<file path="src/rtl/io_uart_tx_pkg.sv">
// Shared constants and types for the Kabeta IO-bus UART transmitter.
package kabeta_io_pkg;

  localparam int unsigned DIV_W = 16;

  // Register offsets within the 4-word block
  localparam logic [1:0] TXDATA = 2'd0;
  localparam logic [1:0] STATUS = 2'd1;
  localparam logic [1:0] DIV    = 2'd2;
  localparam logic [1:0] CTRL   = 2'd3;

  // STATUS bit positions
  localparam int unsigned STAT_BUSY    = 0;
  localparam int unsigned STAT_FULL    = 1;
  localparam int unsigned STAT_EMPTY   = 2;
  localparam int unsigned STAT_OVF     = 3;
  localparam int unsigned STAT_CNT_LSB = 4;
  localparam int unsigned STAT_CNT_W   = 4;

  // CTRL bit positions
  localparam int unsigned CTRL_EN = 0;
  localparam int unsigned CTRL_IE = 1;

  typedef enum logic [1:0] {
    ST_IDLE,
    ST_START,
    ST_DATA,
    ST_STOP
  } tx_state_e;

endpackage

</file>
<file path="src/rtl/io_uart_tx_if.sv">
// Kabeta IO bus: core is master, peripherals are slaves.
interface io_uart_tx_if;
  logic        IO_EnR;
  logic        IO_EnW;
  logic [29:0] IO_Address;
  logic [31:0] IO_DataW;
  logic [31:0] IO_DataR;

  modport master (output IO_EnR, IO_EnW, IO_Address, IO_DataW, input IO_DataR);
  modport slave  (input IO_EnR, IO_EnW, IO_Address, IO_DataW, output IO_DataR);
endinterface

</file>
<file path="src/rtl/io_uart_tx_fifo.sv">
// Synchronous byte FIFO with first-word fall-through head output.
module io_byte_fifo #(
  parameter int unsigned DEPTH = 4,
  localparam int unsigned AW = $clog2(DEPTH),
  localparam int unsigned CW = AW + 1
) (
  input  logic          clk,
  input  logic          rst_n,
  input  logic          push,
  input  logic          pop,
  input  logic [7:0]    din,
  output logic [7:0]    dout,
  output logic          full,
  output logic          empty,
  output logic [CW-1:0] count
);

  logic [7:0]    mem [DEPTH];
  logic [AW-1:0] wr_ptr;
  logic [AW-1:0] rd_ptr;
  logic          do_push;
  logic          do_pop;

  assign full    = (count == CW'(DEPTH));
  assign empty   = (count == '0);
  assign do_push = push & ~full;
  assign do_pop  = pop & ~empty;
  assign dout    = mem[rd_ptr];

  // Storage write; contents need no reset
  always_ff @(posedge clk) begin
    if (do_push) mem[wr_ptr] <= din;
  end

  // Pointers and occupancy
  always_ff @(posedge clk or negedge rst_n) begin
    if (!rst_n) begin
      wr_ptr <= '0;
      rd_ptr <= '0;
      count  <= '0;
    end else begin
      if (do_push) wr_ptr <= wr_ptr + 1'b1;
      if (do_pop)  rd_ptr <= rd_ptr + 1'b1;
      case ({do_push, do_pop})
        2'b10:   count <= count + 1'b1;
        2'b01:   count <= count - 1'b1;
        default: count <= count;
      endcase
    end
  end

endmodule

</file>
<file path="src/rtl/io_uart_tx.sv">
// Memory-mapped 8N1 serial transmitter on the Kabeta IO bus.
module io_uart_tx
  import kabeta_io_pkg::*;
#(
  parameter logic [29:0] BASE_ADDR  = 30'h0000_0100,
  parameter int unsigned FIFO_DEPTH = 4,
  parameter logic [15:0] DIV_RESET  = 16'd433
) (
  input  logic         Sys_Clock,
  input  logic         Sys_Reset,
  io_uart_tx_if.slave  io,
  output logic         Dout,
  output logic         Irq
);

  localparam int unsigned CW = $clog2(FIFO_DEPTH) + 1;

  logic             sel;
  logic [1:0]       offset;
  logic             wr_en;
  logic             push;
  logic             pop;
  logic             ovf_set;
  logic             ovf_clr;

  logic [DIV_W-1:0] div_q;
  logic             en_q;
  logic             ie_q;
  logic             ovf_q;

  logic [7:0]       fifo_dout;
  logic             fifo_full;
  logic             fifo_empty;
  logic [CW-1:0]    fifo_count;

  tx_state_e        state_q, state_d;
  logic [DIV_W-1:0] period_q, period_d;
  logic [DIV_W-1:0] baud_q, baud_d;
  logic [2:0]       bit_q, bit_d;
  logic [7:0]       shift_q, shift_d;
  logic             dout_d;
  logic             bit_end;
  logic             load;
  logic             busy;

  assign sel     = (io.IO_Address[29:2] == BASE_ADDR[29:2]);
  assign offset  = io.IO_Address[1:0];
  assign wr_en   = io.IO_EnW & sel;
  assign push    = wr_en & (offset == TXDATA);
  assign ovf_set = push & fifo_full;
  assign ovf_clr = wr_en & (offset == STATUS) & io.IO_DataW[STAT_OVF];
  assign busy    = (state_q != ST_IDLE);
  assign bit_end = (baud_q == period_q);

  io_byte_fifo #(
    .DEPTH (FIFO_DEPTH)
  ) u_fifo (
    .clk   (Sys_Clock),
    .rst_n (Sys_Reset),
    .push  (push),
    .pop   (pop),
    .din   (io.IO_DataW[7:0]),
    .dout  (fifo_dout),
    .full  (fifo_full),
    .empty (fifo_empty),
    .count (fifo_count)
  );

  // Software-visible registers; overflow set beats a same-edge clear
  always_ff @(posedge Sys_Clock or negedge Sys_Reset) begin
    if (!Sys_Reset) begin
      div_q <= DIV_RESET;
      en_q  <= 1'b0;
      ie_q  <= 1'b0;
      ovf_q <= 1'b0;
    end else begin
      if (wr_en && offset == DIV) div_q <= io.IO_DataW[DIV_W-1:0];
      if (wr_en && offset == CTRL) begin
        en_q <= io.IO_DataW[CTRL_EN];
        ie_q <= io.IO_DataW[CTRL_IE];
      end
      ovf_q <= ovf_set | (ovf_q & ~ovf_clr);
    end
  end

  // Combinational read mux, zero when not selected
  always_comb begin
    io.IO_DataR = '0;
    if (io.IO_EnR && sel) begin
      case (offset)
        STATUS: begin
          io.IO_DataR[STAT_BUSY]  = busy;
          io.IO_DataR[STAT_FULL]  = fifo_full;
          io.IO_DataR[STAT_EMPTY] = fifo_empty;
          io.IO_DataR[STAT_OVF]   = ovf_q;
          io.IO_DataR[STAT_CNT_LSB +: STAT_CNT_W] = STAT_CNT_W'(fifo_count);
        end
        DIV:     io.IO_DataR[DIV_W-1:0] = div_q;
        CTRL: begin
          io.IO_DataR[CTRL_EN] = en_q;
          io.IO_DataR[CTRL_IE] = ie_q;
        end
        default: io.IO_DataR = '0;
      endcase
    end
  end

  // Frame sequencing; Dout is registered from next-state values so the
  // start bit appears on the same edge the FSM enters START
  always_comb begin
    state_d  = state_q;
    period_d = period_q;
    baud_d   = baud_q;
    bit_d    = bit_q;
    shift_d  = shift_q;
    pop      = 1'b0;
    load     = 1'b0;
    case (state_q)
      ST_IDLE: begin
        if (en_q && !fifo_empty) load = 1'b1;
      end
      ST_START: begin
        if (bit_end) begin
          state_d = ST_DATA;
          baud_d  = '0;
          bit_d   = '0;
        end else begin
          baud_d = baud_q + 1'b1;
        end
      end
      ST_DATA: begin
        if (bit_end) begin
          baud_d = '0;
          if (bit_q == 3'd7) begin
            state_d = ST_STOP;
          end else begin
            bit_d   = bit_q + 1'b1;
            shift_d = {1'b0, shift_q[7:1]};
          end
        end else begin
          baud_d = baud_q + 1'b1;
        end
      end
      ST_STOP: begin
        if (bit_end) begin
          if (en_q && !fifo_empty) load = 1'b1;
          else                     state_d = ST_IDLE;
        end else begin
          baud_d = baud_q + 1'b1;
        end
      end
      default: state_d = ST_IDLE;
    endcase
    if (load) begin
      state_d  = ST_START;
      pop      = 1'b1;
      shift_d  = fifo_dout;
      period_d = div_q;
      baud_d   = '0;
      bit_d    = '0;
    end
    case (state_d)
      ST_START: dout_d = 1'b0;
      ST_DATA:  dout_d = shift_d[0];
      default:  dout_d = 1'b1;
    endcase
  end

  // FSM, datapath and output registers
  always_ff @(posedge Sys_Clock or negedge Sys_Reset) begin
    if (!Sys_Reset) begin
      state_q  <= ST_IDLE;
      period_q <= '0;
      baud_q   <= '0;
      bit_q    <= '0;
      shift_q  <= '0;
      Dout     <= 1'b1;
      Irq      <= 1'b0;
    end else begin
      state_q  <= state_d;
      period_q <= period_d;
      baud_q   <= baud_d;
      bit_q    <= bit_d;
      shift_q  <= shift_d;
      Dout     <= dout_d;
      Irq      <= ie_q & fifo_empty & ~busy;
    end
  end

endmodule

</file>
<file path="src/flat_wrapper.sv">
// flat-port wrapper written by rule: the top's interface ports become plain ports
module io_uart_tx_flat import kabeta_io_pkg::*;
#(
  parameter logic [29:0] BASE_ADDR  = 30'h0000_0100,
  parameter int unsigned FIFO_DEPTH = 4,
  parameter logic [15:0] DIV_RESET  = 16'd433
)
  (Sys_Clock, Sys_Reset, Dout, Irq, io_IO_EnR, io_IO_EnW, io_IO_Address, io_IO_DataW, io_IO_DataR);
  io_uart_tx_if io_i ();
  input  logic Sys_Clock;
  input  logic Sys_Reset;
  output logic Dout;
  output logic Irq;
  input wire logic [$bits(io_i.IO_EnR)-1:0] io_IO_EnR;
  input wire logic [$bits(io_i.IO_EnW)-1:0] io_IO_EnW;
  input wire logic [$bits(io_i.IO_Address)-1:0] io_IO_Address;
  input wire logic [$bits(io_i.IO_DataW)-1:0] io_IO_DataW;
  output wire logic [$bits(io_i.IO_DataR)-1:0] io_IO_DataR;
  assign io_i.IO_EnR = io_IO_EnR;
  assign io_i.IO_EnW = io_IO_EnW;
  assign io_i.IO_Address = io_IO_Address;
  assign io_i.IO_DataW = io_IO_DataW;
  assign io_IO_DataR = io_i.IO_DataR;
  io_uart_tx #(.BASE_ADDR(BASE_ADDR), .FIFO_DEPTH(FIFO_DEPTH), .DIV_RESET(DIV_RESET)) u_core (.Sys_Clock(Sys_Clock), .Sys_Reset(Sys_Reset), .io(io_i), .Dout(Dout), .Irq(Irq));
endmodule
</file>
<file path="config.mk">
export PLATFORM = sky130hd
export DESIGN_NAME = io_uart_tx_flat
export DESIGN_NICKNAME = d
export VERILOG_FILES = /design/src/rtl/io_uart_tx_pkg.sv /design/src/rtl/io_uart_tx_if.sv /design/src/rtl/io_uart_tx_fifo.sv /design/src/rtl/io_uart_tx.sv /design/src/flat_wrapper.sv
export SDC_FILE = /design/constraint.sdc
export NUM_CORES = 1
export LEC_CHECK = 0
export BUFFER_PORTS_ARGS = -buffer_cell sky130_fd_sc_hd__buf_4
export CAP_MARGIN = 20
export CELL_PAD_IN_SITES_DETAIL_PLACEMENT = 0
export CELL_PAD_IN_SITES_GLOBAL_PLACEMENT = 2
export CORE_AREA = 2 2 143 103
export CTS_CLUSTER_DIAMETER = 50
export DETAILED_ROUTE_END_ITERATION = 6
export DIE_AREA = 0 0 145 105
export PLACE_DENSITY_LB_ADDON = 0.1
export RECOVER_POWER = 100
export REMOVE_ABC_BUFFERS = 1
export SYNTH_ARGS = -nofsm -noshare
export SYNTH_HDL_FRONTEND = slang
export SYNTH_SLANG_ARGS = --single-unit
export TNS_END_PERCENT = 50
</file>
<file path="constraint.sdc">
create_clock -name Sys_Clock -period 5.9 [get_ports Sys_Clock]
set_input_delay 1.18 -clock Sys_Clock [delete_from_list [all_inputs] [get_ports Sys_Clock]]
set_output_delay 1.18 -clock Sys_Clock [all_outputs]
set_load 0.02 [all_outputs]
</file>
After elaboration in Yosys (flattened, before gate mapping)
Memory sizes are Yosys's and may differ from the RTL's.
Cells that the tools add are included.

storage, ports and cells
  bits in writable memories = 32
  memories = 1
  output and inout bits = 34
  register bits = 73
  logic and storage cells = 106

cells by class
  equality and inequality tests = 19
  muxes and demuxes = 32
  add/subtract/negate cells = 6
  reduce and logical (&&, ||, !) cells = 18
  bitwise logic cells = 15

memory list
  name               depth  bits a word  rd ports  clocked after Yosys merged registers in  wr ports  RTL line               RTL
  u_core.u_fifo.mem  4      8            1         0                                        1         io_uart_tx_fifo.sv:18  logic [7:0] mem [DEPTH];

operator list
  operator                                                                number
  16-bit two-way mux                                                      4
  8-bit two-way mux                                                       5
  16-bit case mux with 2 select lines                                     1
  28-bit by 7-bit equality test with 1-bit output, second input constant  1
  16-bit by 1-bit adder with 16-bit output, second input constant         1
  16-bit equality test                                                    1
  2-bit equality test, second input constant                              6
  2-bit two-way mux                                                       6
  3-bit two-way mux                                                       4
  2-bit case mux with 3 select lines                                      2
  3-bit case mux with 2 select lines                                      2
  6-bit case mux with 2 select lines                                      1
  1-bit AND                                                               10
  2-bit by 1-bit equality test with 1-bit output, second input constant   4
  2-bit nonzero test                                                      4
  3-bit by 1-bit adder with 3-bit output, second input constant           2
  3-bit equality test, second input constant                              2
  3-bit by 1-bit != test with 1-bit output, second input constant         2
  3-bit nonzero test                                                      2
  1-bit two-way mux                                                       5
  2-bit by 1-bit adder with 2-bit output, second input constant           2
  1-bit logical AND                                                       4
  2-bit logical NOT                                                       2
  1-bit NOT                                                               4
  12 further kinds                                                        13

Depth between registers and ports, before layout
  depth in word-level cells = 10
  depth in mapped cells = 13

Cells and area by module
Synthesis repeated with hierarchy kept, for this count alone.

second synthesis, totals
  cells, all modules = 421
  area total of the unflattened synthesis = 5283.8 sq um

by module, submodules not included
  module        seq. area each (sq um)  area each (sq um)  cells each  times used
  io_uart_tx    1659.1                  3691.0             342         1
  io_byte_fifo  1136.1                  1592.8             79          1

Worst setup path after synthesis
No wires, ideal clock.

  kind = input port to output port
  start point = in io_IO_Address[3]
  end point = out io_IO_DataR[2]
  required time = 4.720 ns
  arrival = 2.541 ns
  cell stages on the path = 7
  slack = 2.179 ns
  path through = nor4b_1 > nand4_1 > nor2_1 > and2_1 > clkbuf_1 > nand2_1 > nor2_1

on the way
  longest elaborated chain between the ends = 3

ends and longest elaborated chain
  element                                          RTL line            RTL
  from (decl)                                      flat_wrapper.sv:16  input wire logic [$bits(io_i.IO_Address)-1:0] io_IO_Address;
  28-bit by 7-bit equality test with 1-bit output  io_uart_tx.sv:46    assign sel = (io.IO_Address[29:2] == BASE_ADDR[29:2]);
  1-bit logical AND                                io_uart_tx.sv:89    if (io.IO_EnR && sel) begin
  16-bit two-way mux                               io_uart_tx.sv:89
  to (decl)                                        flat_wrapper.sv:18  output wire logic [$bits(io_i.IO_DataR)-1:0] io_IO_DataR;

Every way passes these cells.

Worst setup path in the final report
  start point = reg u_core.baud_q[6]
  end point = reg u_core.bit_q[0]

on the way
  longest elaborated chain between the ends = 5
  elaborated cells between the ends (all ways) = 9
  those cells by class = 4 x eq/ne; 3 x mux; 2 x reduce/logical

ends and longest elaborated chain
  element                                                                                  RTL line           RTL
  from (decl)                                                                              io_uart_tx.sv:38   logic [DIV_W-1:0] baud_q, baud_d;
  from (signal assigned)                                                                   io_uart_tx.sv:182  baud_q <= baud_d;
  16-bit equality test (*)                                                                 io_uart_tx.sv:53   assign bit_end = (baud_q == period_q);
  1-bit two-way mux                                                                        io_uart_tx.sv:145  if (bit_end) begin
  1-bit case mux with 2 select lines                                                       io_uart_tx.sv:118  case (state_q)
  3-bit by 1-bit != test with 1-bit output (no source line), or another cell as far along  --
  4-bit AND reduction (no source line)                                                     --
  to (signal assigned)                                                                     io_uart_tx.sv:183  bit_q <= bit_d;
  to (decl)                                                                                io_uart_tx.sv:39   logic [2:0] bit_q, bit_d;

Mark *: on every way between the ends. The rest lies on a longest branch, timed or not.
A chain may end at the register's enable or synchronous reset.

==> impl_metrics.toml <==
[sta]
tns_ns = 0
worstMarginPinSlew_ns = 2.37
relSlewSlack_pct = -58.6
final-hold-violation-count = 0
slew_viol_final = 66
post-route-period-util_pct = 76.2
setup-violations-final = 0
skew_ns = 0.00778
grt_setup_unrepaired = "false"
period_needed_ns = 4.50
whs_ns = 0.492
fmax_mhz = 222

[clocking]
root_buffer = "clkbuf_16"
cts_buffer_depth = 2
cts_buffers = 9
clock_sinks = 105
h-tree-depth = 3
cts_setup_buffers = 0
cts_tree = "yes"
post_cts_resized = 0
cts_hold_buffers = 0
clk_pin_slew_ns = 0.07
clk_latency_ns = 0.34

[logic_synthesis]
synth.avg_cell_area_um2 = 11.4
synth_async_sr_flop_share_pct = 69.5
syn_area_um2 = 5320
yosysWarnings = 0
yosysUniqueCellTypes = 55
synth_area_leader_cell = "dfrtp_1"
synth_ff_type = "dfrtp_1"
synth_edf_count = 32
ys_top_cells_by_area = "dfrtp_1, edfxtp_1, ha_1"
ys_seq_elements = 105
syn_inst = 465
synth_top_area_share_pct = 31.5
seq_area_frac_synth_pct = 52.6

[job]
max-cap-violations = 2

[setup_path]
cp-end-kind = "flip-flop"
path_max_fanout = 39
crit_arrival_ns = 4.72
crit_type = "flip-flop to flip-flop"
cpPeakStageDelay_ns = 1.27
regToRegSetupSlack_ns = 1.40
reg2reg_depth = 9
rr_startpoint = "u_core.baud_q[6]"
startpoint_type = "flip-flop"
rr_endpoint = "u_core.bit_q[0]"
cp_slowest_cell = "clkbuf_1"
cp.required_ns = 6.13
path_cells = "xnor2_1 -> nand4_1 -> nor4_4 -> buf_4 -> a31oi_1 -> inv_2 -> clkbuf_1 -> o21ai_1 -> mux2_2"

[final_layout]
syn2layout_area_growth_pct = 13.5
nets = 610
antenna_cells = 0
drive_above_1_share_pct = 18.4
final_core_util_pct = 43.9
stdcell_area_um2 = 6030
fillerInstances = 1354

[worst_hold_path]
hold_end = "u_core.period_q[12]"
hold_class = "flip-flop to flip-flop"
holdCritStartpoint = "u_core.div_q[12]"
min_path_cells = 2

[place]
dpl_cell_area_um2 = 5880
gp_congestion = 0.766
portBuffers = 67
hpwl_um = 8520

[pwr]
power_density_nw_per_um2 = 223
pwr-share-seq_pct = 55.8
combinationalPowerShare_pct = 3.9
p_switching_uw = 288
p_int_uw = 1060
clock_power_share_pct = 40.3
power_leakage_uw = 0.00267
p_sw_share_pct = 21.4
p_total_uw = 1340
worst_ir_drop_vdd_mv = 0.122

[routing]
vias = 3615
wl_per_cell_um = 16.4
drt-total-wl_um = 11800
ant_nets = 0
drt_iter0_drc = 154
drc = 0
viasPerCell = 5.03
drt-pass1-iter-count = 4

[grt]
first_global_vias = 3818
grt_max_degree = 74
antenna_found_initial = 0
grt_pass1_wl_um = 19800
global_route.usage.total_pct = 16.5
overflow = 0

[floorplanning]
die_area_um2 = 15200
die_h_um = 105
start_util_pct = 38.7
coreArea_um2 = 13700
fp-row-count = 36
dieWidth_um = 145
design.portCount = 100

[outcome]
status = "finished, violations left"
violations = "max-capacitance violations, max-slew violations"
-- final cells by class --
type | count | area [um^2] | area share [%]
well taps | 190 | 238 | 3.94
inverters | 14 | 52.6 | 0.871
clock buffers | 11 | 233 | 3.86
multi-input cells | 324 | 2260 | 37.5
clock inverters | 5 | 32.5 | 0.539
repair buffers | 69 | 420 | 6.97
flip-flops and latches | 105 | 2800 | 46.3
-- sequential cells by signal (all words and copies together) (netlist names), 2 cells and up --
| register | count |
|---|---|
| u_core.u_fifo.count | 3 |
| u_core.u_fifo.rd_ptr | 2 |
| u_core.period_q | 16 |
| u_core.div_q | 16 |
| u_core.u_fifo.wr_ptr | 2 |
| u_core.state_q | 2 |
| u_core.bit_q | 3 |
| u_core.baud_q | 16 |
| u_core.u_fifo.mem | 32 |
| u_core.shift_q | 8 |
-- through the flow --
step / worst slack, ns / std cells
2_1_floorplan: 2.28 / 443
3_3_place_gp: 1.74 / 702
3_5_place_dp: 1.75 / 702
4_1_cts: 1.74 / 718
5_1_grt: 0.871 / 718
6_report: 1.40 / 718
-- worst max-delay path: cells and delay by family (launching register included) --
kind / cells / cell delay (ns)
DFF: 1 / 0.46
AOI/OAI and AO/OA: 2 / 1.07
and+or+nand+nor: 2 / 0.48
xor gates and xnor gates: 1 / 0.27
buffers and inverters: 3 / 1.75
muxes: 1 / 0.35
-- power groups by stage --
stage               clock [uW]  sequential [uW]  combinational, uW
detailed placement           0              765               55.6
CTS                        562              750               55.7
global placement             0              765               54.7
finish                     541              750               52.2
floorplan                    0              765               13.9
global route               593              750               58.7
-- cell usage in the layout, fill, tap and decap left out, types with 8 or more instances in the layout --
cell type,synthesis,final
dfrtp_1,67,67
nand2_1,66,66
buf_4,18,42
edfxtp_1,32,32
nor2_1,29,29
clkbuf_1,8,28
xnor2_1,22,22
mux2_2,20,20
ha_1,20,20
o21ai_0,17,17
conb_1,1,16
and3_1,15,15
inv_1,13,13
mux2i_1,12,12
nand3_1,11,11
a21oi_1,11,11
nor4_1,9,9
clkbuf_16,0,9
and2_0,0,8
mux4_2,8,8
-- cell families after synthesis --
group,count (synthesis),synth area share [%]
and+or+nand+nor,163,15.0
DFF,105,52.6
AOI/OAI and AO/OA,60,7.82
buffers and inverters,51,5.58
muxes,40,9.89
xor gates and xnor gates,24,3.95
adders and majority gates,21,5.08
other,1,0.0706
-- worst max path at each step --
stage	start	to	slack [ns]	cells after the start
after floorplan	io_IO_Address[3]	io_IO_DataR[2]	2.28	6
after global placement	io_IO_Address[11]	io_IO_DataR[2]	1.74	8
after detailed placement	io_IO_Address[3]	io_IO_DataR[2]	1.75	8
after CTS	io_IO_Address[3]	io_IO_DataR[2]	1.74	8
after global routing	u_core.baud_q[6]	u_core.bit_q[0]	0.87	9
final	u_core.baud_q[6]	u_core.bit_q[0]	1.40	9
-- per-layer routing --
layer	track usage, %	wire length [um]	vias up	share of wire (%)
met5	0	0	-	0
met4	4.31	70	0	0.60
met3	3.28	591	7	5.0
met2	24.2	4990	97	42
met1	24.8	6100	1788	52
li1	-	-	1723	-
-- cell usage after synthesis (all sizes together), types with 2 or more instances --
cell     count
nor3         7
a21boi       3
a21o         3
nor4b        2
dfstp        6
and3        15
or4          2
clkbuf       9
o22a         2
a22o         5
inv         14
xnor2       22
nand4        6
a222oi       2
xor2         2
mux2        20
buf         28
o21ai       18
a2bb2oi      4
mux2i       12
nand2       67
nand3       11
a22oi        5
a21oi       11
and2         9
edfxtp      32
nor2        29
mux4         8
nor4        10
ha          20
dfrtp       67
Note: power is estimated with default switching activity, not from simulation.
